### src/rtl/wb_conmax_pkg.sv
`default_nettype none
// ------------------------------------------------------------------
// wb_conmax_pkg : shared state encoding and defaults for the master port
// Rev 1.0
// ------------------------------------------------------------------
package wb_conmax_pkg;

  typedef enum logic [1:0] {
    ST_IDLE = 2'd0,
    ST_BUSY = 2'd1,
    ST_ERR  = 2'd2,
    ST_TOUT = 2'd3
  } state_t;

  localparam int unsigned C_AW_DEF       = 32;
  localparam int unsigned C_DW_DEF       = 32;
  localparam int unsigned C_NS_DEF       = 8;
  localparam int unsigned C_SW_IDX_DEF   = 3;
  localparam int unsigned C_TO_W_DEF     = 8;
  localparam logic [7:0]  C_TO_LIMIT_DEF = 8'd255;

  // Lowest address bit of the slave-select field at the top of the address.
  function automatic int unsigned dec_lsb(input int unsigned aw, input int unsigned idx_w);
    return aw - idx_w;
  endfunction

endpackage
`default_nettype wire

### src/rtl/wb_conmax_to_cnt.sv
`default_nettype none
// ------------------------------------------------------------------
// wb_conmax_to_cnt : no-response wait counter with limit compare
// Rev 1.0
// ------------------------------------------------------------------
module wb_conmax_to_cnt #(
  parameter int unsigned TO_W = 8
) (
  input  logic            clk_i,
  input  logic            rst_i,
  input  logic            clr_i,
  input  logic            inc_i,
  input  logic [TO_W-1:0] limit_i,
  output logic            expire_o
);

  logic [TO_W-1:0] cnt_q, cnt_d;

  always_comb begin
    cnt_d = cnt_q;
    if (clr_i)
      cnt_d = '0;
    else if (inc_i)
      cnt_d = cnt_q + TO_W'(1);
  end

  always_ff @(posedge clk_i) begin
    if (rst_i)
      cnt_q <= '0;
    else
      cnt_q <= cnt_d;
  end

  assign expire_o = (cnt_q == limit_i);

endmodule
`default_nettype wire

### src/rtl/wb_conmax_mst_port.sv
`default_nettype none
// ------------------------------------------------------------------
// wb_conmax_mst_port : master-side port, decodes and locks a route to one slave
// Rev 1.0
// ------------------------------------------------------------------
module wb_conmax_mst_port
  import wb_conmax_pkg::*;
#(
  parameter int unsigned     aw       = C_AW_DEF,
  parameter int unsigned     dw       = C_DW_DEF,
  parameter int unsigned     sw       = dw / 8,
  parameter int unsigned     NS       = C_NS_DEF,
  parameter int unsigned     SW_IDX   = C_SW_IDX_DEF,
  parameter int unsigned     TO_W     = C_TO_W_DEF,
  parameter logic [TO_W-1:0] TO_LIMIT = C_TO_LIMIT_DEF
) (
  input  logic           clk_i,
  input  logic           rst_i,
  input  logic [dw-1:0]  m_data_i,
  output logic [dw-1:0]  m_data_o,
  input  logic [aw-1:0]  m_addr_i,
  input  logic [sw-1:0]  m_sel_i,
  input  logic           m_we_i,
  input  logic           m_cyc_i,
  input  logic           m_stb_i,
  output logic           m_ack_o,
  output logic           m_err_o,
  output logic           m_rty_o,
  input  logic [NS-1:0]  slv_en_i,
  output logic [dw-1:0]  s_data_o,
  output logic [aw-1:0]  s_addr_o,
  output logic [sw-1:0]  s_sel_o,
  output logic           s_we_o,
  output logic [NS-1:0]  s_cyc_o,
  output logic [NS-1:0]  s_stb_o,
  input  logic [NS*dw-1:0] s_data_i,
  input  logic [NS-1:0]  s_ack_i,
  input  logic [NS-1:0]  s_err_i,
  input  logic [NS-1:0]  s_rty_i,
  output logic           tout_o
);

  localparam int unsigned C_IDX_LSB = dec_lsb(aw, SW_IDX);

  state_t            state_q, state_d;
  logic [SW_IDX-1:0] sel_q, sel_d;
  logic [SW_IDX-1:0] idx;
  logic [NS-1:0]     sel_oh;
  logic              req, resp, busy, to_expire, to_clr, to_inc;

  assign idx  = m_addr_i[aw-1:C_IDX_LSB];
  assign req  = m_cyc_i & m_stb_i;
  assign busy = (state_q == ST_BUSY);
  assign resp = s_ack_i[sel_q] | s_err_i[sel_q] | s_rty_i[sel_q];

  always_comb begin
    state_d = state_q;
    sel_d   = sel_q;
    case (state_q)
      ST_IDLE: begin
        if (req) begin
          if (slv_en_i[idx]) begin
            sel_d   = idx;
            state_d = ST_BUSY;
          end else begin
            state_d = ST_ERR;
          end
        end
      end
      // A late response in the limit cycle takes priority over the timeout.
      ST_BUSY: begin
        if (!m_cyc_i)
          state_d = ST_IDLE;
        else if (to_expire && !resp)
          state_d = ST_TOUT;
      end
      default: state_d = ST_IDLE;
    endcase
  end

  always_ff @(posedge clk_i) begin
    if (rst_i) begin
      state_q <= ST_IDLE;
      sel_q   <= '0;
    end else begin
      state_q <= state_d;
      sel_q   <= sel_d;
    end
  end

  // Clearing outside BUSY guarantees a fresh count on every new route.
  assign to_clr = !busy || resp || !m_stb_i;
  assign to_inc = busy && m_stb_i && !resp;

  wb_conmax_to_cnt #(
    .TO_W (TO_W)
  ) u_to_cnt (
    .clk_i    (clk_i),
    .rst_i    (rst_i),
    .clr_i    (to_clr),
    .inc_i    (to_inc),
    .limit_i  (TO_LIMIT),
    .expire_o (to_expire)
  );

  always_comb begin
    sel_oh        = '0;
    sel_oh[sel_q] = 1'b1;
  end

  always_comb begin
    m_data_o = '0;
    for (int k = 0; k < NS; k++)
      if (sel_q == SW_IDX'(k))
        m_data_o = s_data_i[k*dw +: dw];
  end

  assign s_data_o = m_data_i;
  assign s_addr_o = m_addr_i;
  assign s_sel_o  = m_sel_i;
  assign s_we_o   = m_we_i;

  assign s_cyc_o = (busy && m_cyc_i) ? sel_oh : '0;
  assign s_stb_o = (busy && m_stb_i) ? sel_oh : '0;

  assign m_ack_o = busy & s_ack_i[sel_q];
  assign m_rty_o = busy & s_rty_i[sel_q];
  assign m_err_o = busy ? s_err_i[sel_q]
                        : (((state_q == ST_ERR) || (state_q == ST_TOUT)) & req);
  assign tout_o  = (state_q == ST_TOUT);

endmodule
`default_nettype wire
### config.mk
export PLATFORM = sky130hd
export DESIGN_NAME = wb_conmax_mst_port
export DESIGN_NICKNAME = d
export VERILOG_FILES = /design/src/rtl/wb_conmax_pkg.sv /design/src/rtl/wb_conmax_to_cnt.sv /design/src/rtl/wb_conmax_mst_port.sv
export SDC_FILE = /design/constraint.sdc
export NUM_CORES = 1
export LEC_CHECK = 0
export BUFFER_PORTS_ARGS = -buffer_cell sky130_fd_sc_hd__buf_4
export CAP_MARGIN = 20
export CORE_AREA = 2 2 186 188
export CTS_BUF_LIST = sky130_fd_sc_hd__clkbuf_4 sky130_fd_sc_hd__clkbuf_8
export CTS_CLUSTER_SIZE = 14
export DETAILED_ROUTE_END_ITERATION = 12
export DIE_AREA = 0 0 188 190
export PLACE_DENSITY = 0.43
export SYNTH_ARGS = -nofsm -noshare
export SYNTH_HDL_FRONTEND = slang
export SYNTH_HIERARCHICAL = 1
export SYNTH_SLANG_ARGS = --single-unit
### constraint.sdc
create_clock -name clk_i -period 4.58 [get_ports clk_i]
set_clock_uncertainty 0.2 [all_clocks]
set_input_delay 0.687 -clock clk_i [delete_from_list [all_inputs] [get_ports clk_i]]
set_output_delay 0.687 -clock clk_i [all_outputs]
set_load 0.02 [all_outputs]
==> flow_summary.toml <==
[worst_hold_path]
min_path_type = "reg2reg"
min_path_cells = 2
min_from = "u_to_cnt/cnt_q[7]$_SDFFE_PP0P_"

[final_layout]
area_growth_pct = 73.74
utilization = 0.1836
n_fill_cell = 3824
fin_nets = 1069
drive_gt1_frac = 0.5907
antennaDiodeCount = 0

[sta]
min_period_ps = 3594
fmax_mhz = 278.2
setup_violations = 0
setup_tns_ps = 0
whs_ps = 300.1
tightest_slew_ps = 653.0
final.period_utilization = 0.7848
finalMaxSlewViolations = 0
max_slew_margin = 0.5647
rsz0062_at_grt = "no"
final_hold_viol_count = 0

[setup_path]
cp-startpoint = "sel_q[2]$_SDFFE_PP0P_"
worst_setup_path_end_kind = "output pin"
r2r-start = "sel_q[1]$_SDFFE_PP0P_"
cp-start-kind = "flip-flop"
cp_max_fo = 47
reg2regPathDepth = 8
required_ps = 3690
arrival_ps = 2710
crit_type = "reg2out"

[clocking]
clk_path_buf_depth = 2
cts_hold_buf = 0
cts_tree = "done"
root_buffer = "clkbuf_8"
clkTransAtPathRegs_ps = 60
cts-htree-levels = 1
cts.sink_count = 13
clk_latency_ps = 240
ctsResizeCount = 0
cts_buffers = 3
cts_setup_buffers = 0

[detailed_routing]
viasPerCell = 3.792
ant_nets = 0
firstDrtPassIters = 4
drtIter0Drc = 184
wire_per_inst_um = 17.19
drc_errors = 0
vias = 4402
wirelength_um = 19950

[die]
die_x_um = 188
start_util = 0.1057
num_rows = 68
die_area_mm2 = 0.03572
die_y_um = 190
coreArea_mm2 = 0.03395
ios = 482

[grt]
grt_overflow_total = 0
antenna_found_initial = 0
grt_pass1_vias = 4634
grt_pass1_wl_um = 28460
grt_max_degree = 48
grt_use_total = 0.1036

[logic_synthesis]
synth_edf_count = 0
synthArstFlopShare = 0
yosys_register_bits = 13
syn_area_mm2 = 0.003587
synthFlopType = "dfxtp_1"
synthesis.instances = 445
synth.distinct_cells = 46
synth_area_per_cell_um2 = 8.061
yosysWarnings = 6
seq_area_frac_synth = 0.07255

[flow_run]
drv_cap = 0

[placement]
port_buffers = 349
hpwlAfterDp_um = 16550
globalplace.congestion = 0.8183

[power_and_ir_drop]
leakage_uw = 0.002610
power_density_mw_per_mm2 = 118.3
peakVddDrop_uv = 94.31

[outcome]
status = "completed"
cells in the final DEF, fill, tap and decap left out, types with 3 or more instances in the layout:
cell type,n
a21oi_1,12
buf_4,355
mux4_2,47
o211ai_1,20
nand3_1,7
nand4_1,4
conb_1,8
nor3_1,7
xor2_1,3
xnor2_1,9
dfxtp_1,10
clkbuf_8,3
mux2i_1,28
dfxtp_4,3
o21ai_0,5
nor2_1,22
nand2_1,105
nor2b_1,4
or3_1,3
o21ai_1,21
cell families (layout without fill, tap and decap cells):
kind of cell               Yosys count  in the layout  share of synthesized area
AOI/OAI and AO/OA                   64             64                     0.1088
other                                1              8                   0.001045
xor gates and xnor gates            12             12                    0.02930
and+or+nand+nor                    168            168                     0.2079
buffers and inverters              107            361                     0.1911
muxes                               79             79                     0.3858
adders and majority gates            1              1                   0.003487
DFF                                 13             13                    0.07255
registers in the layout (all words and copies together), names as in the netlist:
signal	count
sel_q	3
state_q	2
u_to_cnt/cnt_q	8
where the power goes:
group | switching, µW | total, µW | internal, µW | leakage, µW
clock | 43.6 | 111 | 67.4 | 0.0000262
combinational | 194 | 494 | 300 | 0.00248
sequential | 18.3 | 132 | 114 | 0.000107
synthesized netlist by cell type (2+ instances only):
master | count | area share
xnor2_1 | 9 | 0.022
nand4_1 | 4 | 0.0070
or3_1 | 3 | 0.0052
mux4_2 | 47 | 0.30
buf_1 | 5 | 0.0052
and3_1 | 2 | 0.0035
mux2_2 | 2 | 0.0063
xor2_1 | 3 | 0.0073
nor2_1 | 22 | 0.023
o211ai_1 | 20 | 0.042
nor4_1 | 2 | 0.0035
o21ai_1 | 21 | 0.029
nor2b_1 | 5 | 0.0087
nand2b_1 | 2 | 0.0035
buf_4 | 70 | 0.15
mux2_1 | 2 | 0.0063
clkbuf_1 | 18 | 0.019
o21ai_0 | 5 | 0.0070
dfxtp_1 | 13 | 0.073
nand2_1 | 105 | 0.11
nand3_1 | 7 | 0.0098
a21oi_1 | 12 | 0.017
nor3_1 | 7 | 0.0098
mux2i_1 | 28 | 0.078
buf_2 | 10 | 0.014
routing by layer:
layer | track usage | part of all wire | up-vias
met5 | 0 | 0 | -
met2 | 0.1832 | 0.50 | 232
met3 | 0.03062 | 0.084 | 52
li1 | - | - | 2051
met4 | 0.03452 | 0.035 | 0
met1 | 0.1191 | 0.38 | 2067
worst max-delay path, cell delays in order (launching register included):
cell and delay, ps:
dfxtp_4 730, buf_4 560, and3_1 570, buf_4 300
nand2_1 70, nand2_1 70, buf_4 140
metrics by stage:
| step | setup slack, ps | total power, µW | instance area (µm²) | std cells |
|---|---|---|---|---|
| after floorplan | 1629 | 425.1 | 3613 | 452 |
| after global placement | 987.0 | 635.0 | 6183 | 1157 |
| after detailed placement | 1002 | 635.5 | 6183 | 1157 |
| after CTS | 801.0 | 749.1 | 6232 | 1161 |
| after global routing | 704.7 | 788.7 | 6232 | 1161 |
| final | 985.5 | 737.5 | 6232 | 1161 |
final cells by class:
class,count,area (µm²),share of cell area
timing repair buffer,355,2665,0.4276
inverter,2,7.507,0.001205
clock buffer,4,48.80,0.007830
tap,455,569.3,0.09135
multi-input combinational,332,2670,0.4284
sequential,13,271.5,0.04357
path summary, 6_finish.rpt:
check / to / slack, ps
max: m_data_o[3] / 990
min: u_to_cnt/cnt_q[7]$_SDFFE_PP0P_ / 300
max reg2reg: u_to_cnt/cnt_q[7]$_SDFFE_PP0P_ / 1030
min reg2reg: u_to_cnt/cnt_q[7]$_SDFFE_PP0P_ / 300
(Power assumes the default switching activity.)
